### src/rtl/conv_window_scheduler_if.sv
// Bundles the image-memory read port and the output-pixel valid/ready stream
// of conv_window_scheduler; master is the scheduler side.
interface conv_window_scheduler_if #(
  parameter int DATA_WIDTH = 16,
  parameter int ADDR_WIDTH = 16,
  parameter int IDX_WIDTH  = 8
);
  logic                  img_rd;
  logic [ADDR_WIDTH-1:0] img_addr;
  logic [DATA_WIDTH-1:0] img_data;
  logic [DATA_WIDTH-1:0] out_data;
  logic [IDX_WIDTH-1:0]  out_row;
  logic [IDX_WIDTH-1:0]  out_col;
  logic                  out_valid;
  logic                  out_ready;

  modport master (
    output img_rd, img_addr, out_data, out_row, out_col, out_valid,
    input  img_data, out_ready
  );

  modport slave (
    input  img_rd, img_addr, out_data, out_row, out_col, out_valid,
    output img_data, out_ready
  );
endinterface

### src/rtl/conv_window_scheduler.sv
// Walks a D x F x F window over an H x W feature map, feeding one convolution
// unit and streaming one pixel per window. Optional ReLU: CONV_SCHED_RELU_EN.
module conv_window_scheduler #(
  parameter int DATA_WIDTH = 16,
  parameter int D          = 1,
  parameter int F          = 5,
  parameter int H          = 32,
  parameter int W          = 32,
  parameter int ADDR_WIDTH = 16,
  parameter int IDX_WIDTH  = 8
) (
  input  logic                         clk,
  input  logic                         reset,
  input  logic                         start,
  conv_window_scheduler_if.master      bus,
  output logic [D*F*F*DATA_WIDTH-1:0]  window,
  output logic                         conv_rst,
  input  logic [DATA_WIDTH-1:0]        conv_result,
  output logic                         busy,
  output logic                         done
);
  localparam int N  = D * F * F;
  localparam int OH = H - F + 1;
  localparam int OW = W - F + 1;
  localparam int CW = $clog2(N + 3);

  typedef enum logic [2:0] {IDLE, FETCH, CLR, CONV, CAP, OUT} stateType;

  stateType              state, nextState;
  logic [CW-1:0]         cnt, sIdx, rIdx, cIdx, wrIdx;
  logic                  rdPending;
  logic [IDX_WIDTH-1:0]  row, col;
  logic                  lastPixel, accept, readNow;
  logic [ADDR_WIDTH-1:0] fetchAddr;
  logic [DATA_WIDTH-1:0] capValue;

  assign lastPixel = (row == IDX_WIDTH'(OH - 1)) && (col == IDX_WIDTH'(OW - 1));
  assign accept    = (state == OUT) && bus.out_ready;
  assign readNow   = (state == FETCH) && (cnt < CW'(N));
  assign fetchAddr = ADDR_WIDTH'(cIdx) * ADDR_WIDTH'(H * W)
                   + (ADDR_WIDTH'(row) + ADDR_WIDTH'(rIdx)) * ADDR_WIDTH'(W)
                   + ADDR_WIDTH'(col) + ADDR_WIDTH'(sIdx);

`ifdef CONV_SCHED_RELU_EN
  assign capValue = conv_result[DATA_WIDTH-1] ? '0 : conv_result;
`else
  assign capValue = conv_result;
`endif

  always_ff @(posedge clk or posedge reset) begin
    if (reset) state <= IDLE;
    else       state <= nextState;
  end

  // The unit is held in reset while idle and for the single CLR cycle.
  always_comb begin
    nextState     = state;
    conv_rst      = 1'b0;
    busy          = 1'b1;
    bus.out_valid = 1'b0;
    bus.img_rd    = readNow;
    bus.img_addr  = readNow ? fetchAddr : '0;
    case (state)
      IDLE: begin
        conv_rst = 1'b1;
        busy     = 1'b0;
        if (start) nextState = FETCH;
      end
      FETCH: if (cnt == CW'(N)) nextState = CLR;
      CLR: begin
        conv_rst  = 1'b1;
        nextState = CONV;
      end
      CONV: if (cnt == CW'(N + 1)) nextState = CAP;
      CAP:  nextState = OUT;
      OUT: begin
        bus.out_valid = 1'b1;
        if (bus.out_ready) nextState = lastPixel ? IDLE : FETCH;
      end
      default: nextState = IDLE;
    endcase
  end

  // Read data lands one cycle after its strobe, so the element index is
  // delayed alongside the strobe before the window write.
  always_ff @(posedge clk or posedge reset) begin
    if (reset) begin
      cnt          <= '0;
      sIdx         <= '0;
      rIdx         <= '0;
      cIdx         <= '0;
      wrIdx        <= '0;
      rdPending    <= 1'b0;
      window       <= '0;
      row          <= '0;
      col          <= '0;
      bus.out_data <= '0;
      bus.out_row  <= '0;
      bus.out_col  <= '0;
      done         <= 1'b0;
    end else begin
      rdPending <= readNow;
      wrIdx     <= cnt;
      done      <= accept && lastPixel;
      for (int k = 0; k < N; k++) begin
        if (rdPending && wrIdx == CW'(k)) window[k*DATA_WIDTH +: DATA_WIDTH] <= bus.img_data;
      end
      if (state != FETCH) begin
        sIdx <= '0;
        rIdx <= '0;
        cIdx <= '0;
      end
      case (state)
        IDLE: begin
          cnt <= '0;
          if (start) begin
            row <= '0;
            col <= '0;
          end
        end
        FETCH: begin
          cnt <= (cnt == CW'(N)) ? '0 : cnt + CW'(1);
          if (readNow) begin
            if (sIdx == CW'(F - 1)) begin
              sIdx <= '0;
              if (rIdx == CW'(F - 1)) begin
                rIdx <= '0;
                cIdx <= cIdx + CW'(1);
              end else begin
                rIdx <= rIdx + CW'(1);
              end
            end else begin
              sIdx <= sIdx + CW'(1);
            end
          end
        end
        CLR:  cnt <= '0;
        CONV: cnt <= cnt + CW'(1);
        CAP: begin
          cnt          <= '0;
          bus.out_data <= capValue;
          bus.out_row  <= row;
          bus.out_col  <= col;
        end
        OUT: begin
          cnt <= '0;
          if (accept && !lastPixel) begin
            if (col == IDX_WIDTH'(OW - 1)) begin
              col <= '0;
              row <= row + IDX_WIDTH'(1);
            end else begin
              col <= col + IDX_WIDTH'(1);
            end
          end
        end
        default: cnt <= '0;
      endcase
    end
  end
endmodule
### src/flat_wrapper.sv
// flat-port wrapper written by rule: the top's interface ports become plain ports
module conv_window_scheduler_flat 
#(
  parameter int DATA_WIDTH = 16,
  parameter int D          = 1,
  parameter int F          = 5,
  parameter int H          = 32,
  parameter int W          = 32,
  parameter int ADDR_WIDTH = 16,
  parameter int IDX_WIDTH  = 8
)
  (clk, reset, start, window, conv_rst, conv_result, busy, done, bus_img_rd, bus_img_addr, bus_out_data, bus_out_row, bus_out_col, bus_out_valid, bus_img_data, bus_out_ready);
  conv_window_scheduler_if #(.DATA_WIDTH(DATA_WIDTH), .ADDR_WIDTH(ADDR_WIDTH), .IDX_WIDTH(IDX_WIDTH)) bus_i ();
  input  logic clk;
  input  logic reset;
  input  logic start;
  output logic [D*F*F*DATA_WIDTH-1:0] window;
  output logic conv_rst;
  input  logic [DATA_WIDTH-1:0] conv_result;
  output logic busy;
  output logic done;
  output wire logic [$bits(bus_i.img_rd)-1:0] bus_img_rd;
  output wire logic [$bits(bus_i.img_addr)-1:0] bus_img_addr;
  output wire logic [$bits(bus_i.out_data)-1:0] bus_out_data;
  output wire logic [$bits(bus_i.out_row)-1:0] bus_out_row;
  output wire logic [$bits(bus_i.out_col)-1:0] bus_out_col;
  output wire logic [$bits(bus_i.out_valid)-1:0] bus_out_valid;
  input wire logic [$bits(bus_i.img_data)-1:0] bus_img_data;
  input wire logic [$bits(bus_i.out_ready)-1:0] bus_out_ready;
  assign bus_img_rd = bus_i.img_rd;
  assign bus_img_addr = bus_i.img_addr;
  assign bus_out_data = bus_i.out_data;
  assign bus_out_row = bus_i.out_row;
  assign bus_out_col = bus_i.out_col;
  assign bus_out_valid = bus_i.out_valid;
  assign bus_i.img_data = bus_img_data;
  assign bus_i.out_ready = bus_out_ready;
  conv_window_scheduler #(.DATA_WIDTH(DATA_WIDTH), .D(D), .F(F), .H(H), .W(W), .ADDR_WIDTH(ADDR_WIDTH), .IDX_WIDTH(IDX_WIDTH)) u_core (.clk(clk), .reset(reset), .start(start), .bus(bus_i), .window(window), .conv_rst(conv_rst), .conv_result(conv_result), .busy(busy), .done(done));
endmodule
### config.mk
export PLATFORM = sky130hd
export DESIGN_NAME = conv_window_scheduler_flat
export DESIGN_NICKNAME = d
export VERILOG_FILES = /design/src/rtl/conv_window_scheduler_if.sv /design/src/rtl/conv_window_scheduler.sv /design/src/flat_wrapper.sv
export SDC_FILE = /design/constraint.sdc
export NUM_CORES = 1
export LEC_CHECK = 0
export ABC_AREA = 1
export CORE_MARGIN = 8
export CORE_UTILIZATION = 51
export CTS_BUF_LIST = sky130_fd_sc_hd__clkbuf_4 sky130_fd_sc_hd__clkbuf_8
export CTS_CLUSTER_DIAMETER = 30
export DETAILED_ROUTE_END_ITERATION = 8
export HOLD_SLACK_MARGIN = 0.03
export PLACE_DENSITY = 0.87
export SETUP_SLACK_MARGIN = 0.2
export SKIP_LAST_GASP = 1
export SLEW_MARGIN = 20
export SYNTH_ARGS = -nofsm -noshare
export SYNTH_HDL_FRONTEND = slang
export SYNTH_SLANG_ARGS = --single-unit
### constraint.sdc
create_clock -name clk -period 18.5 [get_ports clk]
set_clock_uncertainty 0.2 [all_clocks]
set_input_delay 2.775 -clock clk [delete_from_list [all_inputs] [get_ports clk]]
set_output_delay 2.775 -clock clk [all_outputs]
set_load 0.05 [all_outputs]
* Word level (Yosys, flattened, before mapping)
Index checks and enable logic that the tools add are counted.
Word-level totals: bits in registers 478
Cells by class: add/subtract/negate cells 10, order comparisons 1, eq/ne operators 42, multiplexer cells 33, reduce and logical (&&, ||, !) cells 38
Operator list (number):
- $mux W5 | 15
- $eq A5 B5 Y1 const B | 11
- $eq A5 B4 Y1 const B | 8
- $mux W8 | 5
- $pmux W8 S2 | 2
- $eq A5 B3 Y1 const B | 6
- $logic_and A1 B1 Y1 | 30
- $add A5 B1 Y5 const B | 4
- $pmux W3 S6 | 1
- $add A15 B16 Y16 | 1
- $add A16 B5 Y16 | 1
- $add A16 B8 Y16 | 1
- $add A8 B1 Y8 const B | 2
- $eq A8 B5 Y1 const B | 2
- $mux W16 | 1
- $mux W3 | 4
- $eq A5 B2 Y1 const B | 2
- $ne A2 B2 Y1 const B | 5
- $pmux W5 S2 | 1
- $add A8 B5 Y9 | 1
- $reduce_and A4 Y1 | 2
- $eq A3 B2 Y1 const B | 2
- $eq A3 B3 Y1 const B | 2
- $eq A5 B1 Y1 const B | 1
- other kinds (11) | 14

* Depth between registers and ports, before layout
Gate-level depths: netlist (run 1).
depth after elaboration 6, depth in mapped cells 18, gate-level depth less buffers 18

* Least setup slack after synthesis (run 1)
No wires, ideal clock.
kind reg-to-output, from register u_core.row[0], to output bus_img_addr[14], data arrival time 3.141 ns, setup slack 12.384 ns, stages on the path, launching flop included 17, buffers on the path 0, cells stage by stage dfrtp_1 -> ha_1 -> inv_1 -> fa_1 -> inv_1 -> nand3_1 -> nand2_1 -> nand2_1 -> a21oi_1 -> xor2_1 -> inv_1 -> ha_1 -> a21oi_1 -> o21ai_0 -> a21oi_1 -> a21oi_1 -> nor2_1
On the way: cells in the longest elaborated chain, start to end 5
Ends and longest elaborated chain:
- start, declared | RTL line conv_window_scheduler.sv:32 | logic [IDX_WIDTH-1:0] row, col;
- start signal, assigned | RTL line conv_window_scheduler.sv:150 | row <= row + IDX_WIDTH'(1);
- $add A8 B5 Y9 | RTL line conv_window_scheduler.sv:41 | + (ADDR_WIDTH'(row) + ADDR_WIDTH'(rIdx)) * ADDR_WIDTH'(W)
- $add A15 B16 Y16 | RTL line conv_window_scheduler.sv:41
- $add A16 B8 Y16 | RTL line conv_window_scheduler.sv:42 | + ADDR_WIDTH'(col) + ADDR_WIDTH'(sIdx);
- $add A16 B5 Y16 | RTL line conv_window_scheduler.sv:42
- $mux W16 | RTL line conv_window_scheduler.sv:62 | bus.img_addr = readNow ? fetchAddr : '0;
- end, declared | RTL line flat_wrapper.sv:23 | output wire logic [$bits(bus_i.img_addr)-1:0] bus_img_addr;
Every way passes these cells.

* Final worst setup path (run 1)
Same ends and word-level chain as after synthesis.

==> results.toml, run 1 <==
[run_status]
outcome = "completed"

[yosys]
synth-compound-area-share_pct = 12.8
syn_nets = 2020
ys_types = 36
synth-adder-area-share_pct = 2.08
netlist_area_mm2 = 0.0188
syn_inst = 1954
ys_ff_latch = 478
yosys-mux-area-fraction_pct = 0
avgSynthCellArea_um2 = 9.61
synth_edf_count = 0
synth_top_family_by_area = "simple AND/OR/NAND/NOR gates"
synth-simple-area-share_pct = 16.5
synth_flop_cell = "dfrtp_1"
yosys_warnings = 0
synth_xor_area_share_pct = 0.886
async_flop_share_pct = 100
yosysSeqAreaShare_pct = 63.7

[pwr]
internal_power_mw = 2.22
switchingPower_mw = 1.28
p_sw_share_pct = 36.6
p_per_area_mw_per_mm2 = 133
p_leak_nw = 12.6
total_power_mw = 3.50
p_seq_share_pct = 36.0
clkPwrFrac_pct = 36.3
combPwrFrac_pct = 27.8
ir_drop_v = 0.0000948

[critical_path]
r2r_start = "u_core.wrIdx[3]"
crit_required_ps = 15530
end_kind = "output pin"
crit_path_start_kind = "flop"
r2r_cells = 3
arrival_ps = 4430
reg2reg_to = "u_core.window[301]"
path_cells = "ha_1 -> inv_1 -> fa_1 -> inv_1 -> nand3_1 -> nand2_1 -> nand2_1 -> a21oi_1 -> xor2_1 -> inv_1 -> ha_1 -> a21oi_1 -> o21ai_0 -> a21oi_1 -> a21oi_1 -> nor2_1 -> clkdlybuf4s50_1"
rrSetupSlack_ps = 15710
path_class = "flop to output pin"
slowest_delay_ps = 810
slowest_stage = "clkdlybuf4s50_1"
cp_max_fo = 5
cp_common_cell = "a21oi_1"

[layout]
multi_input_area_mm2 = 0.00607
final_common_cell = "nand2_1"
drive_above_1_share_pct = 8.53
final_cell_mix = "nand2_1 (582), clkdlybuf4s50_1 (488), dfrtp_1 (478)"
antenna_cells = 0
fin_nets = 2499
seqCellArea_mm2 = 0.0120
fillers = 2395
layout-area-overhead-vs-synth_pct = 39.9
fin_cells = 2978

[cts]
cts_hold_buf = 0
clk_path_buf_depth = 3
clock_latency_ps = 660
cts-root-buf = "clkbuf_8"
path_clk_slew_ps = 60
h-tree-depth = 3
post_cts_resized = 0
cts.sinks = 478
cts_tree = "done"
cts_buffers = 94
post_cts_buffers = 0

[job]
drv_cap = 0

[detailed_routing]
wl_per_cell_um = 22.5
ant_nets = 0
dr.pass1.iters = 6
wirelength_um = 67100
avgViaCountPerCell = 5.73
drtIter0Drc = 1518
drc = 0
vias = 17100

[floorplanning]
dieArea_mm2 = 0.0432
core_area_mm2 = 0.0364
die_x_um = 208
num_rows = 70
dieHeight_um = 208
ios = 489
start_util_pct = 51.5

[grt]
antenna_found_initial = 1
grt_max_degree = 191
track_usage_pct = 30.1
grt_pass1_wl_um = 102000
grt_overflow_total = 0
first_global_vias = 16900

[placed_design]
dp_hpwl_um = 43900
pre_cts_ws_ps = 11850
gp_congestion = 0.912
port_buffers = 488
dp_cells = 2803

[timing]
tns_ps = 0
slew_headroom_pct = 17.8
setup_slack_ps = 11090
fin_crit_sh_pct = 40.0
rsz0062_at_grt = "no"
holdWs_ps = 236
finalHoldViolations = 0
drv_slew = 0
setup_violations = 0
worstMarginPinSlew_ps = 1230
fin_crit_ps = 7410
fmax_mhz = 135

[hold_path]
min_from = "u_core.cnt[4]"
min_path_type = "flop to flop"
min_path_cells = 0
min_to = "u_core.wrIdx[4]"
[logic make-up after synthesis]
kind of cell / after synthesis
xor gates and xnor gates: 19
adders and majority gates: 30
buffers and inverters: 202
DFF: 478
and+or+nand+nor: 751
AOI/OAI and AO/OA: 474
[worst max-delay path, delay by kind of cell, from the launching register on]
family | cells | cell delay [ps]
and+or+nand+nor | 4 | 360
DFF | 1 | 440
xor gates and xnor gates | 1 | 170
AOI/OAI and AO/OA | 5 | 860
adders and majority gates | 3 | 940
buffers and inverters | 4 | 1030
[through the flow]
stage / utilization, % / area [um^2]
2_1_floorplan: - / 18800
3_3_place_gp: 65.6 / 23900
3_5_place_dp: 65.6 / 23900
4_1_cts: 71.9 / 26200
5_1_grt: 72.1 / 26300
6_report: 72.1 / 26300
[final cells by class]
type                            instances  share of cell area (%)
Clock buffer                          123                    6.16
Clock inverter                         50                    2.59
Inverter                               85                    1.26
Multi-Input combinational cell       1274                    23.1
Sequential cell                       478                    45.5
Tap cell                              468                    2.23
Timing Repair Buffer                  500                    19.1
[registers in the layout (all words and copies together) (netlist names)]
signal               count
u_core.bus.out_col       8
u_core.bus.out_data     16
u_core.bus.out_row       8
u_core.cIdx              5
u_core.cnt               5
u_core.col               8
u_core.done              1
u_core.rIdx              5
u_core.rdPending         1
u_core.row               8
u_core.sIdx              5
u_core.state             3
u_core.window          400
u_core.wrIdx             5
[Yosys cell counts, types with 2 or more instances]
cell	count	area (um^2)
inv_4	2	12.5
xnor2_1	4	35.0
buf_2	2	10.0
o21ai_0	435	2180
inv_1	77	289
nand4_1	10	62.6
a21o_1	3	22.5
ha_1	28	350
a31oi_1	3	18.8
nor2_1	72	270
dfrtp_1	478	12000
nand2_4	5	56.3
clkbuf_1	115	432
a21oi_1	28	140
nand3_1	55	275
nor4_1	3	18.8
nor3b_1	4	30.0
nand3_4	2	35.0
nand2_1	582	2180
o31ai_1	2	15.0
xor2_1	15	131
nor3_1	10	50.1
fa_1	2	40.0
inv_2	5	18.8
[power groups by stage]
stage	logic [mW]	clock network [mW]	registers, mW
6_report	0.974	1.27	1.26
2_1_floorplan	0.215	0	1.65
3_5_place_dp	0.962	0	1.27
3_3_place_gp	0.941	0	1.26
4_1_cts	0.973	1.28	1.26
5_1_grt	1.02	1.33	1.27
[worst max path at each step]
stage             startpoint                    end  cells after the start  slack [ps]
2_1_floorplan          reset  u_core.bus.out_col[0]                      1        2190
3_3_place_gp   u_core.row[0]       bus_img_addr[14]                     17       11870
3_5_place_dp   u_core.row[0]       bus_img_addr[14]                     17       11850
4_1_cts        u_core.row[0]       bus_img_addr[14]                     17       11100
5_1_grt        u_core.row[0]       bus_img_addr[14]                     17       10740
6_report       u_core.row[0]       bus_img_addr[14]                     17       11090
[routing by layer]
metal  GRT usage (%)  wire [um]  vias up
met2            48.8      31800     1062
li1                -          -     7379
met3            8.05       6360      247
met1            35.4      24400     8365
met5               0         13        -
met4            18.8       4480        2
Note: power is estimated with default switching activity, not from simulation.
==> run 2, diff against run 1 <==
- clock period: 18.5 -> 7.37 ns (I/O delays scaled with it)
==> results.toml, run 2 (synthesized netlist as in run 1, its figures left out) <==
[placed_design]
placed_area_mm2 = 0.0239
gp_congestion = 0.898
port_buffers = 488
dp_hpwl_um = 44700
dp_cells = 2808
pre_cts_ws_ps = 2360

[detailed_routing]
drc = 0
dr.pass1.iters = 7
wirelength_um = 67000
drtIter0Drc = 1525
wl_per_cell_um = 22.5
ant_nets = 0
avgViaCountPerCell = 5.66
vias = 16900

[critical_path]
reg2reg_to = "u_core.window[257]"
path_cells = "ha_1 -> inv_1 -> fa_1 -> inv_1 -> nand3_1 -> nand2_1 -> nand2_1 -> a21oi_1 -> xor2_1 -> inv_1 -> ha_1 -> a21oi_1 -> o21ai_0 -> a21oi_1 -> a21oi_1 -> nor2_1 -> clkdlybuf4s50_1"
path_delay_family = "buffers and inverters"
slowest_stage = "clkdlybuf4s50_1"
end_kind = "output pin"
cp_max_fo = 5
r2r_cells = 4
crit_path_start_kind = "flop"
crit_required_ps = 6060
r2r_start = "u_core.wrIdx[3]"
rrSetupSlack_ps = 4560
slowest_delay_ps = 810
path_class = "flop to output pin"
arrival_ps = 4390
path_buf_inv = 4
cp_common_cell = "a21oi_1"

[timing]
tns_ps = 0
setup_violations = 0
drv_slew = 0
fmax_mhz = 176
slew_headroom_pct = 20.1
fin_crit_ps = 5690
fin_crit_sh_pct = 77.2
setup_slack_ps = 1680
rsz0062_at_grt = "no"
finalHoldViolations = 0
worstMarginPinSlew_ps = 1190

[pwr]
p_leak_nw = 12.6
ir_drop_v = 0.000246
p_per_area_mw_per_mm2 = 328

[hold_path]
min_to = "u_core.wrIdx[4]"
min_from = "u_core.cnt[4]"
min_path_type = "flop to flop"
min_path_cells = 0

[layout]
top_register = "u_core.window"
fin_cells = 2983
drive_above_1_share_pct = 8.79
fin_area_mm2 = 0.0262
reg_top3 = "u_core.window: 400 flops, u_core.bus.out_data: 16 flops"
fin_util_pct = 71.9
fillers = 2403
final_cell_mix = "nand2_1 (581), clkdlybuf4s50_1 (488), dfrtp_1 (478)"
fin_nets = 2504
final_common_cell = "nand2_1"
largest_register_ffs = 400
layout-area-overhead-vs-synth_pct = 39.4
antenna_cells = 0

[grt]
antenna_found_initial = 0
track_usage_pct = 30.1
first_global_vias = 17200
grt_pass1_wl_um = 102000
grt_overflow_total = 0
grt_max_degree = 196

[run_status]
outcome = "completed"

[job]
drv_cap = 0

[cts]
cts.sinks = 478
cts_hold_buf = 0
cts_tree = "done"
cts_buffers = 95
cts-root-buf = "clkbuf_8"
clk_path_buf_depth = 3
path_clk_slew_ps = 50
post_cts_buffers = 0
h-tree-depth = 3
clock_latency_ps = 630
post_cts_resized = 0

[floorplanning]
dieArea_mm2 = 0.0432
start_util_pct = 51.5
die_x_um = 208
ios = 489
num_rows = 70
core_area_mm2 = 0.0364
dieHeight_um = 208
==> run 2: cell count changes in the layout (fill, tap and decap cells not counted), sizes merged <==
cell	previous run	this run
bufinv	14	9
clkbuf	123	128
buf	12	16
clkinvlp	10	6
inv	84	87
clkinv	27	29
==> run 2: how the worst max path moves through the flow <==
stage                        start                     to  cells after the start
floorplan                    reset  u_core.bus.out_col[0]                      1
global placement    u_core.rIdx[0]       bus_img_addr[14]                     17
detailed placement  u_core.rIdx[0]       bus_img_addr[14]                     17
CTS                 u_core.rIdx[0]       bus_img_addr[14]                     17
global route        u_core.rIdx[0]       bus_img_addr[14]                     17
finish              u_core.rIdx[0]       bus_img_addr[14]                     17
==> run 2: through the flow <==
stage / hold slack, ps / power [mW]
global placement: 209 / 5.53
finish: 221 / 8.60
detailed placement: 218 / 5.61
global route: 253 / 8.90
CTS: 229 / 8.63
floorplan: 192 / 4.68
==> run 2: layout make-up <==
cell class                 instances  area (um^2)  area share, %
clock buffer                     128         1650           6.30
clock inverter                    46          537           2.05
inverter                          85          328           1.25
multi-input combinational       1274         6070           23.2
sequential                       478        12000           45.7
tap                              468          586           2.24
timing repair buffer             504         5050           19.3
==> run 2: per-layer routing <==
metal	vias up	part of all wire (%)	track usage, %
met4	0	6.5	18.8
met1	8240	37	35.3
met2	1021	48	48.7
met3	254	9.2	8.32
met5	-	0	0
li1	7378	-	-
==> run 2: where the power goes <==
group / internal [mW] / switching, mW
Clock: 1.80 / 1.21
Sequential: 2.94 / 0.214
Combinational: 0.683 / 1.75
Total: 5.42 / 3.18
